==> src/rtl/muldiv_pkg.sv <==
// Shared encodings for the iterative multiply/divide unit.
// Op codes, FSM states and the iteration counter width helper.
package muldiv_pkg;

  localparam logic [1:0] OP_MULT  = 2'b00;
  localparam logic [1:0] OP_MULTU = 2'b01;
  localparam logic [1:0] OP_DIV   = 2'b10;
  localparam logic [1:0] OP_DIVU  = 2'b11;

  typedef enum logic [1:0] {
    S_IDLE,
    S_PREP,
    S_RUN,
    S_FIX
  } state_t;

  function automatic int cnt_w(input int w);
    return $clog2(w) + 1;
  endfunction

endpackage

==> src/rtl/muldiv_step.sv <==
// One iteration of the muldiv datapath: add-and-shift for multiply,
// restoring trial subtract for divide, on a {partial, operand} accumulator.
module muldiv_step #(
  parameter int WIDTH = 32
) (
  input  logic               is_div,
  input  logic [2*WIDTH:0]   acc,
  input  logic [WIDTH-1:0]   b,
  output logic [2*WIDTH:0]   nxt
);

  logic [WIDTH:0]   sum;
  logic [WIDTH:0]   trial;
  logic [2*WIDTH:0] sh;

  always_comb begin
    sum   = acc[2*WIDTH:WIDTH] + (acc[0] ? {1'b0, b} : '0);
    sh    = {acc[2*WIDTH-1:0], 1'b0};
    trial = sh[2*WIDTH:WIDTH] - {1'b0, b};
    if (!is_div)
      nxt = {1'b0, sum, acc[WIDTH-1:1]};
    else if (trial[WIDTH])
      nxt = sh;
    else
      nxt = {trial, sh[WIDTH-1:1], 1'b1};
  end

endmodule

==> src/rtl/muldiv_unit.sv <==
// Iterative MULT/MULTU/DIV/DIVU controller owning HI/LO.
// Optional div0 flag output when MULDIV_DIV0_FLAG_EN is defined.
module muldiv_unit
  import muldiv_pkg::*;
#(
  parameter int WIDTH = 32
) (
  input  logic             clk,
  input  logic             reset,
  input  logic             start,
  input  logic [1:0]       op,
  input  logic [WIDTH-1:0] op_a,
  input  logic [WIDTH-1:0] op_b,
  input  logic             flush,
  input  logic             hi_we,
  input  logic             lo_we,
  input  logic [WIDTH-1:0] wdata,
  output logic [WIDTH-1:0] hi,
  output logic [WIDTH-1:0] lo,
  output logic             busy,
  output logic             done
`ifdef MULDIV_DIV0_FLAG_EN
  ,
  output logic             div0
`endif
);

  localparam int CW = cnt_w(WIDTH);

  state_t           state, state_n;
  logic [CW-1:0]    cnt;
  logic [1:0]       opr;
  logic [WIDTH-1:0] a_raw, bq;
  logic [2*WIDTH:0] acc, acc_n;
  logic             sa, sb;
  logic             sgn, is_div;
  logic [WIDTH-1:0] abs_a, abs_b;
  logic [WIDTH-1:0] hi_n, lo_n;
  logic [2*WIDTH-1:0] prod;

  always_comb begin
    sgn    = 1'b0;
    is_div = 1'b0;
    unique case (opr)
      OP_MULT:  sgn = 1'b1;
      OP_MULTU: ;
      OP_DIV: begin
        sgn    = 1'b1;
        is_div = 1'b1;
      end
      OP_DIVU:  is_div = 1'b1;
    endcase
  end

  assign abs_a = (sgn && a_raw[WIDTH-1]) ? -a_raw : a_raw;
  assign abs_b = (sgn && bq[WIDTH-1]) ? -bq : bq;

  muldiv_step #(.WIDTH(WIDTH)) u_step (
    .is_div (is_div),
    .acc    (acc),
    .b      (bq),
    .nxt    (acc_n)
  );

  always_ff @(posedge clk or posedge reset) begin
    if (reset) state <= S_IDLE;
    else       state <= state_n;
  end

  always_comb begin
    state_n = state;
    unique case (state)
      S_IDLE: if (start && !flush) state_n = S_PREP;
      S_PREP: state_n = S_RUN;
      S_RUN:  if (cnt == CW'(WIDTH-1)) state_n = S_FIX;
      S_FIX:  state_n = S_IDLE;
      default: state_n = S_IDLE;
    endcase
    if (flush && state != S_IDLE) state_n = S_IDLE;
  end

  // Sign fix-up; divide by zero bypasses it and returns the raw dividend.
  always_comb begin
    prod = acc[2*WIDTH-1:0];
    hi_n = '0;
    lo_n = '0;
    if (!is_div) begin
      if (sa ^ sb) prod = -prod;
      {hi_n, lo_n} = prod;
    end else if (bq == '0) begin
      lo_n = '1;
      hi_n = a_raw;
    end else begin
      lo_n = (sa ^ sb) ? -acc[WIDTH-1:0] : acc[WIDTH-1:0];
      hi_n = sa ? -acc[2*WIDTH-1:WIDTH] : acc[2*WIDTH-1:WIDTH];
    end
  end

  always_ff @(posedge clk or posedge reset) begin
    if (reset) begin
      hi    <= '0;
      lo    <= '0;
      busy  <= 1'b0;
      done  <= 1'b0;
      cnt   <= '0;
      opr   <= OP_MULT;
      a_raw <= '0;
      bq    <= '0;
      acc   <= '0;
      sa    <= 1'b0;
      sb    <= 1'b0;
`ifdef MULDIV_DIV0_FLAG_EN
      div0  <= 1'b0;
`endif
    end else begin
      busy <= (state_n != S_IDLE);
      done <= 1'b0;
`ifdef MULDIV_DIV0_FLAG_EN
      div0 <= 1'b0;
`endif
      unique case (state)
        S_IDLE: begin
          if (start && !flush) begin
            opr   <= op;
            a_raw <= op_a;
            bq    <= op_b;
          end else if (!start) begin
            if (hi_we) hi <= wdata;
            if (lo_we) lo <= wdata;
          end
        end
        S_PREP: begin
          sa  <= sgn && a_raw[WIDTH-1];
          sb  <= sgn && bq[WIDTH-1];
          acc <= {{(WIDTH+1){1'b0}}, abs_a};
          bq  <= abs_b;
          cnt <= '0;
        end
        S_RUN: begin
          acc <= acc_n;
          cnt <= cnt + 1'b1;
        end
        S_FIX: begin
          if (!flush) begin
            hi   <= hi_n;
            lo   <= lo_n;
            done <= 1'b1;
`ifdef MULDIV_DIV0_FLAG_EN
            div0 <= is_div && (bq == '0);
`endif
          end
        end
        default: ;
      endcase
    end
  end

endmodule
==> config.mk <==
export PLATFORM = sky130hd
export DESIGN_NAME = muldiv_unit
export DESIGN_NICKNAME = d
export VERILOG_FILES = /design/src/rtl/muldiv_pkg.sv /design/src/rtl/muldiv_step.sv /design/src/rtl/muldiv_unit.sv
export SDC_FILE = /design/constraint.sdc
export NUM_CORES = 1
export LEC_CHECK = 0
export CORE_MARGIN = 1
export CORE_UTILIZATION = 53
export DETAILED_ROUTE_END_ITERATION = 16
export PLACE_DENSITY = 0.78
export SETUP_SLACK_MARGIN = 0.2
export SYNTH_ARGS = -nofsm -noshare
export SYNTH_HDL_FRONTEND = slang
export SYNTH_SLANG_ARGS = --single-unit
export TNS_END_PERCENT = 20
==> constraint.sdc <==
create_clock -name clk -period 5.9 [get_ports clk]
set_input_delay 0.59 -clock clk [delete_from_list [all_inputs] [get_ports clk]]
set_output_delay 0.59 -clock clk [all_outputs]
set_load 0.1 [all_outputs]
==> reports/qor.yml <==
die_area_um2: 32730
layout_commonest_cell: "nand2_1"
synthSimpleGateAreaFrac_pct: 19.19
wirelength_mm: 59.94
crit_fanout: 8
drt_iter0_markers: 1987
clockBufferDepth: 3
multiInputGateArea_um2: 10900
grt_pass1_vias: 15918
hold_viol_final: 0
dp_hpwl_mm: 45.30
min_path_type: "reg2reg"
clock-sinks: 207
max_cap_violations: 0
relSlewSlack_pct: 31.61
avgSynthCellArea_um2: 7.939
ys_async_sr_fraction_pct: 100.0
place_ws_ns: 1.435
r2r_slack_ns: 1.25
synthMuxAreaShare_pct: 4.661
max_stage_delay_ns: 0.46
path_buf_inv: 3
synth_area_um2: 16970
cts_tree: "built"
synthToLayoutAreaGrowth_pct: 16.08
cts_buffers: 25
fin_ws_ns: 1.246
ctsRootBufferMaster: "clkbuf_16"
tightest_slew_ns: 1.026
grt_pass1_wl_mm: 92.30
vias: 17389
grt_max_degree: 169
numPortBuffers: 169
period_minus_slack_ns: 4.654
most-common-layout-cells: "nand2_1, dfrtp_1, a21oi_1"
syn_nets: 2317
synth-seq-cells: 207
post-cts-setup-buffers: 0
syn_inst: 2137
worstPathRequired_ns: 6.33
fill_cells: 2785
synth-compound-area-share_pct: 26.50
yosysUniqueCellTypes: 90
die_w_um: 180.9
htree_num_levels: 1
setup_viol: 0
synth_xor_area_share_pct: 7.950
register_area_um2: 5184
synth_fa_ha_area_share_pct: 5.693
grt_antenna_before_repair: 0
fp-row-count: 65
insertedDiodeCount: 0
critPathCaptureType: "register"
gp_congestion: 1.002
start_util_pct: 53.77
max_freq_ghz: 0.2149
drc: 0
vias_per_cell: 6.602
ctsResizeCount: 0
post-route-period-util_pct: 78.88
fin_skew_ns: 0.01279
clk_pin_slew_ns: 0.06
die_h_um: 180.9
rsz0062_at_grt: "no"
firstDrtPassIters: 5
nets: 2395
synth_edf_count: 0
status: "completed"
seq_area_frac_synth_pct: 30.53
cts_hold_buf: 0
ys_warn_count: 0
synth_top_family_by_area: "compound AO/OA/AOI/OAI gates"
crit_chain: "inv_1 > ha_1 > fa_1 > nand2b_1 > a21oi_1 > o21ai_0 > o21ai_0 > buf_4 > a211oi_1 > buf_4 > o21ai_0 > a21oi_1 > o21ai_0 > ha_1 > nand4_1 > a21oi_1 > o31ai_1 > a211oi_1 > a221oi_1 > o21ai_0"
cpMostUsedCell: "o21ai_0"
cp_data_arrival_time_ns: 5.09
slowest_stage: "nand4_1"
drive_gt1_share_pct: 6.765
crit_family: "compound AO/OA/AOI/OAI gates"
crit_type: "reg2reg"
final.setup.tns_ns: 0
core_area_um2: 31560
ioPinCount: 170
clk_latency_ns: 0.54
synthFlopType: "dfrtp_1"
ant_nets: 0
timing.final.max_slew_violations: 0
grt_overflow: 0
gr-usage-all-layers_pct: 35.94
wl_per_cell_um: 22.75
critPathLaunchType: "register"
==> flip-flops by register name, summed over array words and instances (netlist names), 2 cells and up <==
signal	count
opr	2
hi	32
bq	32
acc	65
lo	32
state	2
a_raw	32
cnt	6
==> stage by stage <==
step	util, %	hold WS, ns	instance area, µm²	cells
3_5_place_dp	59.69	0.4736	18830	2590
5_1_grt	62.41	0.4977	19690	2634
4_1_cts	62.41	0.4860	19690	2634
3_3_place_gp	59.69	0.4646	18830	2590
6_report	62.41	0.4862	19690	2634
2_1_floorplan	-	0.4659	16970	2137
==> per-layer routing <==
metal	global-route usage [%]	up-vias	share of wire (%)
li1	-	7949	-
met1	51.10	8286	42
met2	54.46	1013	44
met3	5.543	141	9.6
met4	14.63	0	4.3
met5	0	-	0
==> kinds of logic (layout without fill, tap and decap cells) <==
| family | after synthesis | in the layout |
|---|---|---|
| AOI/OAI and AO/OA | 722 | 722 |
| and+or+nand+nor | 664 | 664 |
| buffers and inverters | 240 | 335 |
| DFF | 207 | 207 |
| xor gates and xnor gates | 154 | 154 |
| adders and majority gates | 76 | 76 |
| muxes | 74 | 74 |
==> worst paths after layout <==
| path | start | to | cells past startpoint |
|---|---|---|---|
| setup / recovery | acc[31]$_DFFE_PP0P_ | acc[58]$_DFFE_PP0P_ | 20 |
| hold / removal | lo[30]$_DFFE_PP0P_ | lo[30]$_DFFE_PP0P_ | 2 |
| setup reg to reg | acc[31]$_DFFE_PP0P_ | acc[58]$_DFFE_PP0P_ | 20 |
| hold reg to reg | lo[30]$_DFFE_PP0P_ | lo[30]$_DFFE_PP0P_ | 2 |
| max in group asynchronous | reset | a_raw[22]$_DFFE_PP0P_ | 3 |
| min in group asynchronous | reset | done$_DFF_PP0_ | 3 |
==> worst min-delay path, stage by stage, from the launching register on <==
cell,delay (ns)
dfrtp_1,0.34
nand2_1,0.05
o21ai_1,0.06
==> synthesized netlist by cell type, drive strengths merged, types with 11 or more instances <==
| cell type | n | area, µm² |
|---|---|---|
| nor4 | 24 | 207.7 |
| or3 | 21 | 136.4 |
| o21a | 13 | 97.59 |
| o22ai | 60 | 375.4 |
| or4 | 12 | 105.1 |
| clkbuf | 108 | 406.6 |
| o21ai | 213 | 1070 |
| nand2 | 216 | 815.8 |
| mux2 | 40 | 450.4 |
| o21bai | 11 | 82.58 |
| dfrtp | 207 | 5180 |
| ha | 74 | 925.9 |
| o221ai | 12 | 105.1 |
| nand4 | 21 | 137.6 |
| xor2 | 52 | 455.4 |
| o41ai | 12 | 138.9 |
| nor3 | 37 | 201.5 |
| inv | 100 | 375.4 |
| o31ai | 18 | 135.1 |
| xnor2 | 102 | 893.4 |
| a31oi | 22 | 137.6 |
| nor2b | 13 | 81.33 |
| nand3 | 59 | 300.3 |
| a211oi | 17 | 127.6 |
| nor2 | 178 | 670.7 |
| a21o | 29 | 217.7 |
| buf | 32 | 146.4 |
| o211ai | 63 | 473.0 |
| nand2b | 23 | 151.4 |
| and3 | 22 | 137.6 |
| mux2i | 34 | 340.3 |
| a21oi | 181 | 909.6 |
==> layout make-up <==
class,count,area share [%]
Inverter,100,1.925
Timing Repair Buffer,191,9.492
Tap cell,402,2.554
Clock buffer,33,3.634
Clock inverter,11,0.7306
Multi-Input combinational cell,1690,55.34
Sequential cell,207,26.32
Power is left out: the tool's default activity adds up to more than one toggle a clock period on the data nets, which glitch-free logic cannot reach.
